`src/rtl/mmio_pkg.sv`:
```
// Shared definitions for the MMIO port responder.
// Holds the register offsets, the STATUS/CTRL bit positions and the encoding of
// the debounce FSM states. The top module and the debouncer both import it.
package mmio_pkg;

  // Word offsets within the 32-byte window (Address[4:2])
  localparam logic [2:0] OffPortOut  = 3'd0;
  localparam logic [2:0] OffPortIn   = 3'd1;
  localparam logic [2:0] OffStatus   = 3'd2;
  localparam logic [2:0] OffCtrl     = 3'd3;
  localparam logic [2:0] OffChgCount = 3'd4;

  // STATUS bits
  localparam int unsigned StatusChangeBit = 0;

  // CTRL bits
  localparam int unsigned CtrlIeBit      = 0;
  localparam int unsigned CtrlOutHoldBit = 1;

  // Debounce FSM encoding
  typedef enum logic [1:0] {
    StIdle   = 2'd0,
    StCount  = 2'd1,
    StCommit = 2'd2
  } deb_state_e;

endpackage

```
`src/rtl/port_debouncer.sv`:
```
// Input synchronizer and debounce FSM for the 8-bit switch port.
// The two-flop synchronizer feeds a stability counter. A new value is committed
// once it has been stable for DebounceCycles consecutive cycles.
//   clk_i      - clock
//   rst_ni     - asynchronous active-low reset
//   port_i     - raw asynchronous switch inputs
//   port_in_i  - currently accepted PORT_IN value (held in the top module)
//   commit_o   - one-cycle pulse: load PORT_IN from cand_o on this edge
//   cand_o     - candidate value being debounced
module port_debouncer
  import mmio_pkg::*;
#(
  parameter int unsigned DebounceCycles = 4
) (
  input  logic       clk_i,
  input  logic       rst_ni,
  input  logic [7:0] port_i,
  input  logic [7:0] port_in_i,
  output logic       commit_o,
  output logic [7:0] cand_o
);

  localparam logic [7:0] DebCnt = 8'(DebounceCycles);

  logic [7:0] sync1_q, sync2_q;
  logic [7:0] cand_q, cand_d;
  logic [7:0] cnt_q, cnt_d;
  deb_state_e state_q, state_d;

  always_comb begin
    state_d = state_q;
    cand_d  = cand_q;
    cnt_d   = cnt_q;
    case (state_q)
      StIdle: begin
        if (sync2_q != port_in_i) begin
          cand_d  = sync2_q;
          cnt_d   = 8'd1;
          // With a one-cycle requirement the first stable sample already qualifies
          state_d = (DebCnt == 8'd1) ? StCommit : StCount;
        end
      end
      StCount: begin
        if (sync2_q == port_in_i) begin
          // Input bounced back to the accepted value: abandon the candidate
          state_d = StIdle;
          cnt_d   = 8'd0;
        end else begin
          if (sync2_q == cand_q) begin
            cnt_d = cnt_q + 8'd1;
          end else begin
            cand_d = sync2_q;
            cnt_d  = 8'd1;
          end
          state_d = (cnt_d == DebCnt) ? StCommit : StCount;
        end
      end
      StCommit: begin
        state_d = StIdle;
        cnt_d   = 8'd0;
      end
      default: begin
        state_d = StIdle;
        cnt_d   = 8'd0;
      end
    endcase
  end

  always_ff @(posedge clk_i or negedge rst_ni) begin
    if (!rst_ni) begin
      sync1_q <= 8'd0;
      sync2_q <= 8'd0;
      cand_q  <= 8'd0;
      cnt_q   <= 8'd0;
      state_q <= StIdle;
    end else begin
      sync1_q <= port_i;
      sync2_q <= sync1_q;
      cand_q  <= cand_d;
      cnt_q   <= cnt_d;
      state_q <= state_d;
    end
  end

  assign commit_o = (state_q == StCommit);
  assign cand_o   = cand_q;

endmodule

```
`src/rtl/mmio_port_responder.sv`:
```
// Memory-mapped I/O port responder: a 32-byte register window holding an output
// port, a debounced input port, a change flag with interrupt, control bits and
// a change counter.
//   clk        - clock
//   reset      - asynchronous active-low reset
//   Address    - byte address; Address[4:2] selects the register
//   WriteData  - store data
//   MemWrite   - store strobe
//   MemRead    - load strobe
//   PortIn     - raw switch inputs
//   ReadData   - combinational load data (0 when not a hit read)
//   Hit        - Address falls inside the window
//   PortOut    - PORT_OUT register
//   Irq        - registered CHANGE & IE
module mmio_port_responder
  import mmio_pkg::*;
#(
  parameter logic [31:0] BASE_ADDRESS    = 32'hFFFF_0000,
  parameter int unsigned DEBOUNCE_CYCLES = 4
) (
  input  logic        clk,
  input  logic        reset,
  input  logic [31:0] Address,
  input  logic [31:0] WriteData,
  input  logic        MemWrite,
  input  logic        MemRead,
  input  logic [7:0]  PortIn,
  output logic [31:0] ReadData,
  output logic        Hit,
  output logic [31:0] PortOut,
  output logic        Irq
);

  logic [2:0]  offset;
  logic        wr_en;
  logic        commit;
  logic [7:0]  cand;

  logic [31:0] port_out_q, port_out_d;
  logic [7:0]  port_in_q, port_in_d;
  logic        change_q, change_d;
  logic        ie_q, ie_d;
  logic        hold_q, hold_d;
  logic [15:0] chg_count_q, chg_count_d;
  logic        irq_q;

  // Byte lanes are not decoded; only word accesses are meaningful
  logic unused_addr_bits;
  assign unused_addr_bits = ^Address[1:0];

  assign Hit    = (Address[31:5] == BASE_ADDRESS[31:5]);
  assign offset = Address[4:2];
  assign wr_en  = Hit & MemWrite;

  port_debouncer #(
    .DebounceCycles(DEBOUNCE_CYCLES)
  ) u_port_debouncer (
    .clk_i    (clk),
    .rst_ni   (reset),
    .port_i   (PortIn),
    .port_in_i(port_in_q),
    .commit_o (commit),
    .cand_o   (cand)
  );

  always_comb begin
    port_out_d  = port_out_q;
    port_in_d   = port_in_q;
    change_d    = change_q;
    ie_d        = ie_q;
    hold_d      = hold_q;
    chg_count_d = chg_count_q;

    if (wr_en) begin
      case (offset)
        OffPortOut: if (!hold_q) port_out_d = WriteData;
        OffStatus:  if (WriteData[StatusChangeBit]) change_d = 1'b0;
        OffCtrl: begin
          ie_d   = WriteData[CtrlIeBit];
          hold_d = WriteData[CtrlOutHoldBit];
        end
        default: ;
      endcase
    end

    // Applied after the W1C so a commit in the same cycle keeps CHANGE set
    if (commit) begin
      port_in_d   = cand;
      change_d    = 1'b1;
      chg_count_d = chg_count_q + 16'd1;
    end
  end

  always_ff @(posedge clk or negedge reset) begin
    if (!reset) begin
      port_out_q  <= 32'd0;
      port_in_q   <= 8'd0;
      change_q    <= 1'b0;
      ie_q        <= 1'b0;
      hold_q      <= 1'b0;
      chg_count_q <= 16'd0;
      irq_q       <= 1'b0;
    end else begin
      port_out_q  <= port_out_d;
      port_in_q   <= port_in_d;
      change_q    <= change_d;
      ie_q        <= ie_d;
      hold_q      <= hold_d;
      chg_count_q <= chg_count_d;
      irq_q       <= change_q & ie_q;
    end
  end

  // Reads use current register state, so a same-cycle store is not yet visible
  always_comb begin
    ReadData = 32'd0;
    if (Hit && MemRead) begin
      case (offset)
        OffPortOut:  ReadData = port_out_q;
        OffPortIn:   ReadData = {24'd0, port_in_q};
        OffStatus:   ReadData = {31'd0, change_q};
        OffCtrl:     ReadData = {30'd0, hold_q, ie_q};
        OffChgCount: ReadData = {16'd0, chg_count_q};
        default:     ReadData = 32'd0;
      endcase
    end
  end

  assign PortOut = port_out_q;
  assign Irq     = irq_q;

endmodule

```
`config.mk`:
```
export PLATFORM = sky130hd
export DESIGN_NAME = mmio_port_responder
export DESIGN_NICKNAME = d
export VERILOG_FILES = /design/src/rtl/mmio_pkg.sv /design/src/rtl/port_debouncer.sv /design/src/rtl/mmio_port_responder.sv
export SDC_FILE = /design/constraint.sdc
export NUM_CORES = 1
export LEC_CHECK = 0
export ABC_AREA = 0
export CORE_UTILIZATION = 47
export DETAILED_ROUTE_END_ITERATION = 8
export GPL_ROUTABILITY_DRIVEN = 0
export PLACE_DENSITY = 0.91
export SLEW_MARGIN = 20
export SYNTH_ARGS = -nofsm -noshare
export SYNTH_HDL_FRONTEND = slang
export SYNTH_SLANG_ARGS = --single-unit
```
`constraint.sdc`:
```
create_clock -name clk -period 3.1 [get_ports clk]
set_input_delay 0.62 -clock clk [delete_from_list [all_inputs] [get_ports clk]]
set_output_delay 0.62 -clock clk [all_outputs]
set_load 0.1 [all_outputs]
```
==> out/metrics.yaml <==
outcome: "completed"
arrival_ns: 2.40
synth.distinct_cells: 43
maxSlewHeadroom_pct: 42.8
critPathCaptureType: "output pin"
initial_core_util_pct: 48.6
cts_inserted_buffers: 9
met3_length_um: 603
final_common_cell: "dfrtp_1"
synth_sequential_area_ratio_pct: 52.4
cts_tree: "done"
rsz0062_at_grt: "no"
cts-root-buf: "clkbuf_8"
hold_class: "input pin to asynchronous set/reset pin"
wl_met2_um: 6260
num_vias: 3586
setup_viol: 0
top_layer: "met4"
criticalPathCategory: "input pin to output pin"
maxSlewViolCount: 0
critPathMaxFanout: 8
power_w: 0.00227
die_area_mm2: 0.00996
area_growth_pct: 51.8
routed_wirelength_um: 11900
hpwl_um: 8480
worst-slew-pin-transition_ns: 0.857
clockBufferDepth: 2
grtUsageTotal_pct: 24.8
core-area_mm2: 0.00924
synthFlopType: "dfrtp_1"
holdWs_ns: 0.252
cts_max_level: 3
grt.overflow.total: 0
grt_max_degree: 52
critPathMaxStageDelay_ns: 0.30
clk_pin_slew_ns: 0.10
timing.final.crit_period_ns: 3.02
final_cell_mix: "dfrtp_1 (94), clkdlybuf4s50_1 (56), buf_4 (49), nand2_1 (43), buf_12 (35)"
post-route-cell-area_mm2: 0.00682
die_h_um: 99.8
final_util_pct: 73.8
ant_nets: 0
leakage_nw: 3.20
required_ns: 2.48
vias_per_cell: 5.32
ys_ff_latch: 94
drtIter0Drc: 144
dieWidth_um: 99.8
max_freq_ghz: 0.331
drcViolationCount: 0
synth_area_mm2: 0.00449
grt_pass1_vias: 3823
cpMostUsedCell: "buf_12"
synth-edff-count: 0
grt_pass1_wl_um: 19000
io_buffers: 139
worstSkewPairLatency_ns: 0.36
clkSinkCount: 94
wl_met1_um: 4650
start_kind: "input pin"
nNetsFinal: 618
synthArstFlopShare_pct: 100
hold_violations: 0
fin_worst_skew_ns: 0.0101
synthCells: 384
antenna_found_initial: 0
vdd_drop_max_uv: 278
syn_avg_cell_area_um2: 11.7
fin_crit_sh_pct: 97.5
power_density_mw_per_mm2: 333
std_cell_rows: 35
drive_gt1_share_pct: 34.1
syn-num-nets: 462
antennaDiodeCount: 0
cap_violations: 0
cp_slowest_cell: "nor4b_4"
yosys_warnings: 0
firstDrtPassIters: 4
ios: 142
nFillCells: 576
routedWlPerCell_um: 17.6
place_area_mm2: 0.00647
worstPathCellList: "dlygate4sd2_1 > nor4b_4 > nand4_1 > nor4_4 > buf_4 > and3_4 > buf_12 > and2_4 > buf_12"
## where the power goes
part | internal (W) | switching [W] | leakage [nW] | total [W]
sequential | 0.00124 | 0.0000129 | 1.25 | 0.00125
combinational | 0.000105 | 0.0000735 | 1.85 | 0.000179
clock | 0.000384 | 0.000454 | 0.102 | 0.000838
total | 0.00173 | 0.000540 | 3.20 | 0.00227
## path summary, 6_finish.rpt
check	from	to	slack, ns	cells past startpoint
setup / recovery	Address[15]	ReadData[29]	0.08	9
hold / removal	reset	PortOut[11]$_DFFE_PN0P_	0.25	1
setup reg to reg	u_port_debouncer.sync2_q[0]$_DFF_PN0_	u_port_debouncer.cand_o[6]$_DFFE_PN0P_	0.91	5
hold reg to reg	u_port_debouncer.sync1_q[0]$_DFF_PN0_	u_port_debouncer.sync2_q[0]$_DFF_PN0_	0.36	0
max in group asynchronous	reset	u_port_debouncer.state_q[0]$_DFFE_PN0P_	2.08	2
min in group clk	u_port_debouncer.sync1_q[0]$_DFF_PN0_	u_port_debouncer.sync2_q[0]$_DFF_PN0_	0.36	0
## per-layer routing
layer  global-route usage (%)  vias up
met1                     28.4     1761
met5                        0        -
met3                     4.18       37
li1                         -     1647
met2                     45.8      141
met4                     10.3        0
## kinds of logic (layout without fill, tap and decap cells)
group / count (synthesis) / count (layout) / synth area share [%]
DFF: 94 / 94 / 52.4
buffers and inverters: 18 / 179 / 2.03
and+or+nand+nor: 151 / 151 / 17.6
muxes: 60 / 60 / 17.0
adders and majority gates: 2 / 2 / 0.557
xor gates and xnor gates: 33 / 33 / 6.43
AOI/OAI and AO/OA: 26 / 26 / 4.01
## state kept, by name (all words and copies together), names as in the netlist
register                  flops
u_port_debouncer.cnt_q        8
change_q                      1
u_port_debouncer.sync2_q      8
u_port_debouncer.cand_o       8
PortOut                      32
u_port_debouncer.state_q      2
hold_q                        1
ie_q                          1
port_in_q                     8
chg_count_q                  16
Irq                           1
u_port_debouncer.sync1_q      8
## through the flow
step	setup WS [ns]	instances	setup TNS, ns
final	0.0769	674	0
after global routing	0.00480	674	0
after CTS	0.000289	673	0
after detailed placement	-0.104	653	-2.54
after global placement	-0.0814	653	-1.73
after floorplan	-1.32	384	-31.17
## cell usage after synthesis, types with 2 or more instances
| cell type | count | area, um2 |
|---|---|---|
| a21o_1 | 3 | 22.5 |
| a21oi_1 | 6 | 30.0 |
| a221o_1 | 3 | 30.0 |
| and2_1 | 18 | 113 |
| and3_1 | 6 | 37.5 |
| and4_1 | 2 | 17.5 |
| buf_1 | 2 | 7.51 |
| buf_6 | 3 | 33.8 |
| clkbuf_1 | 9 | 33.8 |
| dfrtp_1 | 94 | 2350 |
| ha_1 | 2 | 25.0 |
| inv_1 | 3 | 11.3 |
| mux2_2 | 12 | 135 |
| mux2_4 | 30 | 450 |
| mux2i_1 | 18 | 180 |
| nand2_1 | 43 | 161 |
| nand2b_1 | 4 | 25.0 |
| nand3_1 | 11 | 55.1 |
| nand4_1 | 14 | 87.6 |
| nor2_1 | 30 | 113 |
| nor2b_1 | 5 | 31.3 |
| nor3_1 | 4 | 20.0 |
| nor4_1 | 6 | 37.5 |
| o21ai_0 | 5 | 25.0 |
| o31ai_1 | 2 | 15.0 |
| xnor2_1 | 31 | 272 |
| xor2_1 | 2 | 17.5 |
## what timing repair did
item,in CTS,in global routing
buffers inserted,3,1
pin swaps,11,4
hold buffers,0,0
cloned,1,0
gates resized for setup,35,3
setup endpoints to repair,32,32
## cell type report
class / instances / area [um2] / area share (%)
multi-input cells: 272 / 2250 / 33.1
flip-flops and latches: 94 / 2350 / 34.5
well taps: 129 / 161 / 2.37
clock inverters: 7 / 80.1 / 1.17
inverters: 3 / 11.3 / 0.165
repair buffers: 160 / 1840 / 26.9
clock buffers: 9 / 124 / 1.82
## worst max-delay path, delay by kind of cell
kind,cells,cell delay (ns)
AND/OR/NAND/NOR,5,1.05
buffers and inverters,4,0.73
No activity file was read; power rests on OpenSTA's default activity.
==> variant 1: new RTL, same flow settings <==
Put a register stage on the output `ReadData`, with the module's reset. The value now appears one clock later. The other outputs are not delayed to match. Comments in the files are not updated.
--- a/src/rtl/mmio_port_responder.sv
+++ b/src/rtl/mmio_port_responder.sv
@@ -30,6 +30,8 @@
   output logic [31:0] PortOut,
   output logic        Irq
 );
+
+  logic [31:0] ReadData_d;
 
   logic [2:0]  offset;
   logic        wr_en;
@@ -113,15 +115,15 @@
 
   // Reads use current register state, so a same-cycle store is not yet visible
   always_comb begin
-    ReadData = 32'd0;
+    ReadData_d = 32'd0;
     if (Hit && MemRead) begin
       case (offset)
-        OffPortOut:  ReadData = port_out_q;
-        OffPortIn:   ReadData = {24'd0, port_in_q};
-        OffStatus:   ReadData = {31'd0, change_q};
-        OffCtrl:     ReadData = {30'd0, hold_q, ie_q};
-        OffChgCount: ReadData = {16'd0, chg_count_q};
-        default:     ReadData = 32'd0;
+        OffPortOut:  ReadData_d = port_out_q;
+        OffPortIn:   ReadData_d = {24'd0, port_in_q};
+        OffStatus:   ReadData_d = {31'd0, change_q};
+        OffCtrl:     ReadData_d = {30'd0, hold_q, ie_q};
+        OffChgCount: ReadData_d = {16'd0, chg_count_q};
+        default:     ReadData_d = 32'd0;
       endcase
     end
   end
@@ -129,5 +131,13 @@
   assign PortOut = port_out_q;
   assign Irq     = irq_q;
 
+  always_ff @(posedge clk or negedge reset) begin
+    if (!reset) begin
+      ReadData <= '0;
+    end else begin
+      ReadData <= ReadData_d;
+    end
+  end
+
 endmodule
 
Behaviour: not the same (a bounded check fails within 4 cycles, from zero or initial values and one cycle with reset low).
==> variant 1 against the unedited design <==
  * Count of clock-buffer cells in the layout up 13
  * Synthesized cell count up 8.9%
  * Routed wire length up 0.40%
  * Worst setup slack better by 0.27 ns
  * Power up 64%
  * Largest cell class unchanged
  * Area after synthesis up 18%
  * Combinational power up 4%
  * Final area up 7.1%
  * Sequential cell count up 32
==> variant 1: results (changes against the unedited design) <==
\begin{tabular}{lr}
\hline
Metric & Value \\
\hline
\multicolumn{2}{l}{\textbf{Outcome}} \\
Result of the run & finished clean \\
\multicolumn{2}{l}{\textbf{Place}} \\
Placement-stage worst setup slack & 0.209 ns (+0.312 ns) \\
Placed Instance Area & 6740 µm² (+4.1\%) \\
Cells after DPL & 694 (+6.3\%) \\
\multicolumn{2}{l}{\textbf{Final layout}} \\
Post-Layout Cell Count & 726 (+7.7\%) \\
\multicolumn{2}{l}{\textbf{Timing}} \\
Hold WS & 0.222 ns (-0.0295 ns) \\
\multicolumn{2}{l}{\textbf{Clock tree}} \\
\# Post-CTS Setup Buffers & 0 (-3) \\
CTS clock-pin slew for the worst setup and hold paths & 0.05 ns (-0.05 ns) \\
Worst-skew pair later-pin latency & 0.51 ns (+0.15 ns) \\
Inserted Clock Buffers & 17 (+8) \\
\multicolumn{2}{l}{\textbf{Drt}} \\
Routed wire length & 11900 µm (+0.40\%) \\
Metal2 WL & 6220 µm (-0.73\%) \\
Met1 WL & 4720 µm (+1.5\%) \\
\multicolumn{2}{l}{\textbf{Worst setup path}} \\
Slowest stage delay, CP & 0.45 ns (+0.15 ns) \\
Startpoint of the worst register-to-register path & u\_port\_debouncer.sync2\_q[4]\$\_DFF\_PN0\_ \\
Register-to-register setup slack & 1.03 ns (+0.12 ns) \\
Data arrival at the endpoint of the critical path & 2.14 ns (-0.26 ns) \\
\multicolumn{2}{l}{\textbf{Global routing}} \\
Met3 Track Usage GR & 0.0627 (+0.0209) \\
Wire length of the first global-routing pass & 19100 µm (+0.58\%) \\
Maximum number of pins on one net before global-route repair & 75 (+44\%) \\
Met2 track demand over resource & 0.385 (-0.0735) \\
Number of global-route vias before repair & 3924 (+2.6\%) \\
\multicolumn{2}{l}{\textbf{Power}} \\
Internal portion of total power & 0.00296 W (+71\%) \\
Leakage power & 3.61 nW (+13\%) \\
\multicolumn{2}{l}{\textbf{Logic synthesis}} \\
Cell types occupying the most area after synthesis & dfrtp\_1 (60\%), mux2\_4 (8.5\%), xnor2\_1 (4.6\%) \\
\hline
\end{tabular}
## variant 1: cell count changes after synthesis, moves of 2 or more
cell | unedited run | this run
xor2_1 | 2 | 4
nor2_1 | 30 | 32
dfrtp_1 | 94 | 126
nand2b_1 | 4 | 1
nand3_1 | 11 | 13
xnor2_1 | 31 | 28
nor3_1 | 4 | 7
## variant 1: area by class of cell
type / count / area (µm²)
fillers: 741 / 3580
well taps: 140 / 175
repair buffers: 150 / 1320
clock inverters: 10 / 113
multi-input cells: 274 / 2080
flip-flops and latches: 126 / 3150
inverters: 4 / 15.0
clock buffers: 22 / 453
## variant 1: logic make-up after synthesis
logic type | after synthesis | share of synthesized area
adder cells (fa/ha/maj) | 2 | 0.00474
multiplexers | 59 | 0.143
flip-flops | 126 | 0.597
AND/OR/NAND/NOR | 153 | 0.149
buffers and inverters | 18 | 0.0170
XOR/XNOR | 32 | 0.0530
AO/OA/AOI/OAI | 28 | 0.0362
==> variant 2: new RTL, same flow settings <==
Without the edit above. Add an input register stage for `Address`, `WriteData`, `MemWrite`, `MemRead` and `PortIn`, cleared by the reset; this delays them by one clock.
--- a/src/rtl/mmio_port_responder.sv
+++ b/src/rtl/mmio_port_responder.sv
@@ -31,6 +31,28 @@
   output logic        Irq
 );
 
+  logic [31:0] Address_q;
+  logic [31:0] WriteData_q;
+  logic MemWrite_q;
+  logic MemRead_q;
+  logic [7:0] PortIn_q;
+
+  always_ff @(posedge clk or negedge reset) begin
+    if (!reset) begin
+      Address_q   <= '0;
+      WriteData_q <= '0;
+      MemWrite_q  <= '0;
+      MemRead_q   <= '0;
+      PortIn_q    <= '0;
+    end else begin
+      Address_q   <= Address;
+      WriteData_q <= WriteData;
+      MemWrite_q  <= MemWrite;
+      MemRead_q   <= MemRead;
+      PortIn_q    <= PortIn;
+    end
+  end
+
   logic [2:0]  offset;
   logic        wr_en;
   logic        commit;
@@ -46,18 +68,18 @@
 
   // Byte lanes are not decoded; only word accesses are meaningful
   logic unused_addr_bits;
-  assign unused_addr_bits = ^Address[1:0];
+  assign unused_addr_bits = ^Address_q[1:0];
 
-  assign Hit    = (Address[31:5] == BASE_ADDRESS[31:5]);
-  assign offset = Address[4:2];
-  assign wr_en  = Hit & MemWrite;
+  assign Hit    = (Address_q[31:5] == BASE_ADDRESS[31:5]);
+  assign offset = Address_q[4:2];
+  assign wr_en  = Hit & MemWrite_q;
 
   port_debouncer #(
     .DebounceCycles(DEBOUNCE_CYCLES)
   ) u_port_debouncer (
     .clk_i    (clk),
     .rst_ni   (reset),
-    .port_i   (PortIn),
+    .port_i   (PortIn_q),
     .port_in_i(port_in_q),
     .commit_o (commit),
     .cand_o   (cand)
@@ -73,11 +95,11 @@
 
     if (wr_en) begin
       case (offset)
-        OffPortOut: if (!hold_q) port_out_d = WriteData;
-        OffStatus:  if (WriteData[StatusChangeBit]) change_d = 1'b0;
+        OffPortOut: if (!hold_q) port_out_d = WriteData_q;
+        OffStatus:  if (WriteData_q[StatusChangeBit]) change_d = 1'b0;
         OffCtrl: begin
-          ie_d   = WriteData[CtrlIeBit];
-          hold_d = WriteData[CtrlOutHoldBit];
+          ie_d   = WriteData_q[CtrlIeBit];
+          hold_d = WriteData_q[CtrlOutHoldBit];
         end
         default: ;
       endcase
@@ -114,7 +136,7 @@
   // Reads use current register state, so a same-cycle store is not yet visible
   always_comb begin
     ReadData = 32'd0;
-    if (Hit && MemRead) begin
+    if (Hit && MemRead_q) begin
       case (offset)
         OffPortOut:  ReadData = port_out_q;
         OffPortIn:   ReadData = {24'd0, port_in_q};
Behaviour: not the same (Yosys sat finds a counterexample within 4 cycles, from zero or initial values and one cycle with reset low).
==> variant 2 against the unedited design <==
  * Sequential cell count up 72
  * Final area increased by 31%
  * Worst setup slack improved by 0.048 ns
  * Critical path type is now reg -> out
  * Register-to-register slack worse by 0.27 ns
  * Die area increased by 40%
  * Routed wire length up 14%
  * Largest power group unchanged
  * Power grew 100%
  * Area after synthesis up 41%
  * Global-route usage decreased by 4.0 points
==> variant 2: results (changes against the unedited design) <==
\begin{tabular}{lr}
\hline
Metric & Value \\
\hline
\multicolumn{2}{l}{\textbf{Power}} \\
Proportion of total power due to net switching & 0.207 (-0.0307) \\
Max VDD drop & 0.368 mV (+32\%) \\
\multicolumn{2}{l}{\textbf{Timing}} \\
Clock tree skew after final layout & 0.00911 ns (-0.000960 ns) \\
Slew of the pin with the lowest slew margin & 0.702 ns (-0.155 ns) \\
\multicolumn{2}{l}{\textbf{Worst setup path}} \\
Number of cell instances on the worst register-to-register path & 8 (+3) \\
Data arrival at the endpoint of the critical path & 2.35 ns (-0.05 ns) \\
Register-to-register setup slack & 0.64 ns (-0.27 ns) \\
Worst reg2reg endpoint & PortOut[4]\$\_DFFE\_PN0P\_ \\
Slowest stage delay, CP & 0.37 ns (+0.07 ns) \\
Cell type of the slowest stage on the worst timing path & dfrtp\_1 \\
Maximum net fanout on the critical path & 6 (-2) \\
\multicolumn{2}{l}{\textbf{Logic synthesis}} \\
Number of cells produced by synthesis & 443 (+15\%) \\
Sequential cell area fraction in the yosys report & 0.657 (+0.134) \\
Post-Synth XOR/XNOR Area & 0.0443 (-0.0200) \\
Most numerous cell types in the synthesized netlist & dfrtp\_1 (166), nor2\_1 (36), mux2\_4 (30), mux2\_2 (21), xnor2\_1 (19) \\
Adder-cell share of the synthesized area & 0.00396 (-0.00161) \\
Multiplexer share of the synthesized area & 0.136 (-0.0348) \\
Number of library cell types mapped by synthesis & 42 (-2.3\%) \\
\multicolumn{2}{l}{\textbf{Final layout}} \\
Post-synthesis to final-layout area growth & 41.3\% \\
Filler cell count in the final layout & 862 (+50\%) \\
\multicolumn{2}{l}{\textbf{Clock tree}} \\
CTS clock-pin slew for the worst setup and hold paths & 0.06 ns (-0.04 ns) \\
Worst-skew pair later-pin latency & 0.42 ns (+0.06 ns) \\
Number of H-tree branching levels & 4 (+1) \\
\multicolumn{2}{l}{\textbf{Outcome}} \\
Result of the run & finished clean \\
\multicolumn{2}{l}{\textbf{Drt}} \\
Number of vias in the routed layout & 4072 (+14\%) \\
Routed wire length & 13500 µm (+14\%) \\
\multicolumn{2}{l}{\textbf{Global routing}} \\
Maximum number of pins on one net before global-route repair & 70 (+35\%) \\
\hline
\end{tabular}
## variant 2: changes by cell type after synthesis, sizes merged, moves of 7 or more
cell	change
xor2	+11
nor3	+7
dfrtp	+72
xnor2	-12
nand2	-27
mux2	+9
## variant 2: power by group through the flow
stage,Clock [W],Sequential [W],Combinational (W)
floorplan,0,0.00229,0.0000432
global placement,0,0.00230,0.000184
detailed placement,0,0.00230,0.000190
CTS,0.00217,0.00227,0.000193
global route,0.00227,0.00227,0.000209
finish,0.00213,0.00227,0.000189
## variant 2: how the worst max path moves through the flow
stage	from	cells after the start	slack, ns	to
floorplan	Address_q[6]$_DFF_PN0_	5	-1.03	ReadData[10]
global placement	Address_q[14]$_DFF_PN0_	6	0.15	ReadData[4]
detailed placement	Address_q[7]$_DFF_PN0_	6	0.01	ReadData[6]
CTS	Address_q[7]$_DFF_PN0_	7	-0.02	ReadData[10]
global route	Address_q[7]$_DFF_PN0_	8	0.03	ReadData[6]
finish	Address_q[7]$_DFF_PN0_	8	0.13	ReadData[6]
## variant 2: worst reg2reg max path, delay by kind of cell, from the launching register on
kind	cells	cell delay, ns
buffers and inverters	3	0.66
DFF	1	0.37
muxes	1	0.32
and+or+nand+nor	4	0.99
## variant 2: timing repair
item | 4_1_cts | 5_1_grt
pin swaps | 3 | 2
hold buffers | 0 | 0
endpoints found under the setup margin | 32 | 32
setup buffers | 2 | 0
gates resized for setup | 6 | 1
cloned | 0 | 1
endpoints found under the hold margin | 0 | 0
## variant 2: logic make-up after synthesis
kind of cell | after synthesis
flip-flops | 166
multiplexers | 68
XOR/XNOR | 32
AO/OA/AOI/OAI | 28
AND/OR/NAND/NOR | 130
adder cells (fa/ha/maj) | 2
buffers and inverters | 17
## variant 2: cell type report
type                    instances  area share
clock inverters                10      0.0164
well taps                     176      0.0247
multi-input cells             261       0.245
flip-flops and latches        166       0.465
clock buffers                  22      0.0509
repair buffers                150       0.196
inverters                       4     0.00168
## variant 2: through the flow
step                      setup slack [ns]  cell area, µm²  hold slack (ns)   util  std cells
after floorplan                      -1.03            6400            0.324      -        443
after global placement               0.155            8280            0.335  0.627        754
after detailed placement            0.0116            8280            0.335  0.627        754
after CTS                          -0.0188            8910            0.206  0.676        788
after global routing                0.0285            8930            0.231  0.677        789
final                                0.125            8930            0.190  0.677        789
## variant 2: per-layer routing
metal / up-vias / global-route usage / routed length [µm]
li1: 1855 / - / -
met1: 2034 / 0.254 / 5570
met2: 161 / 0.360 / 7090
met3: 22 / 0.0494 / 629
met4: 0 / 0.0777 / 247
met5: - / 0 / 0
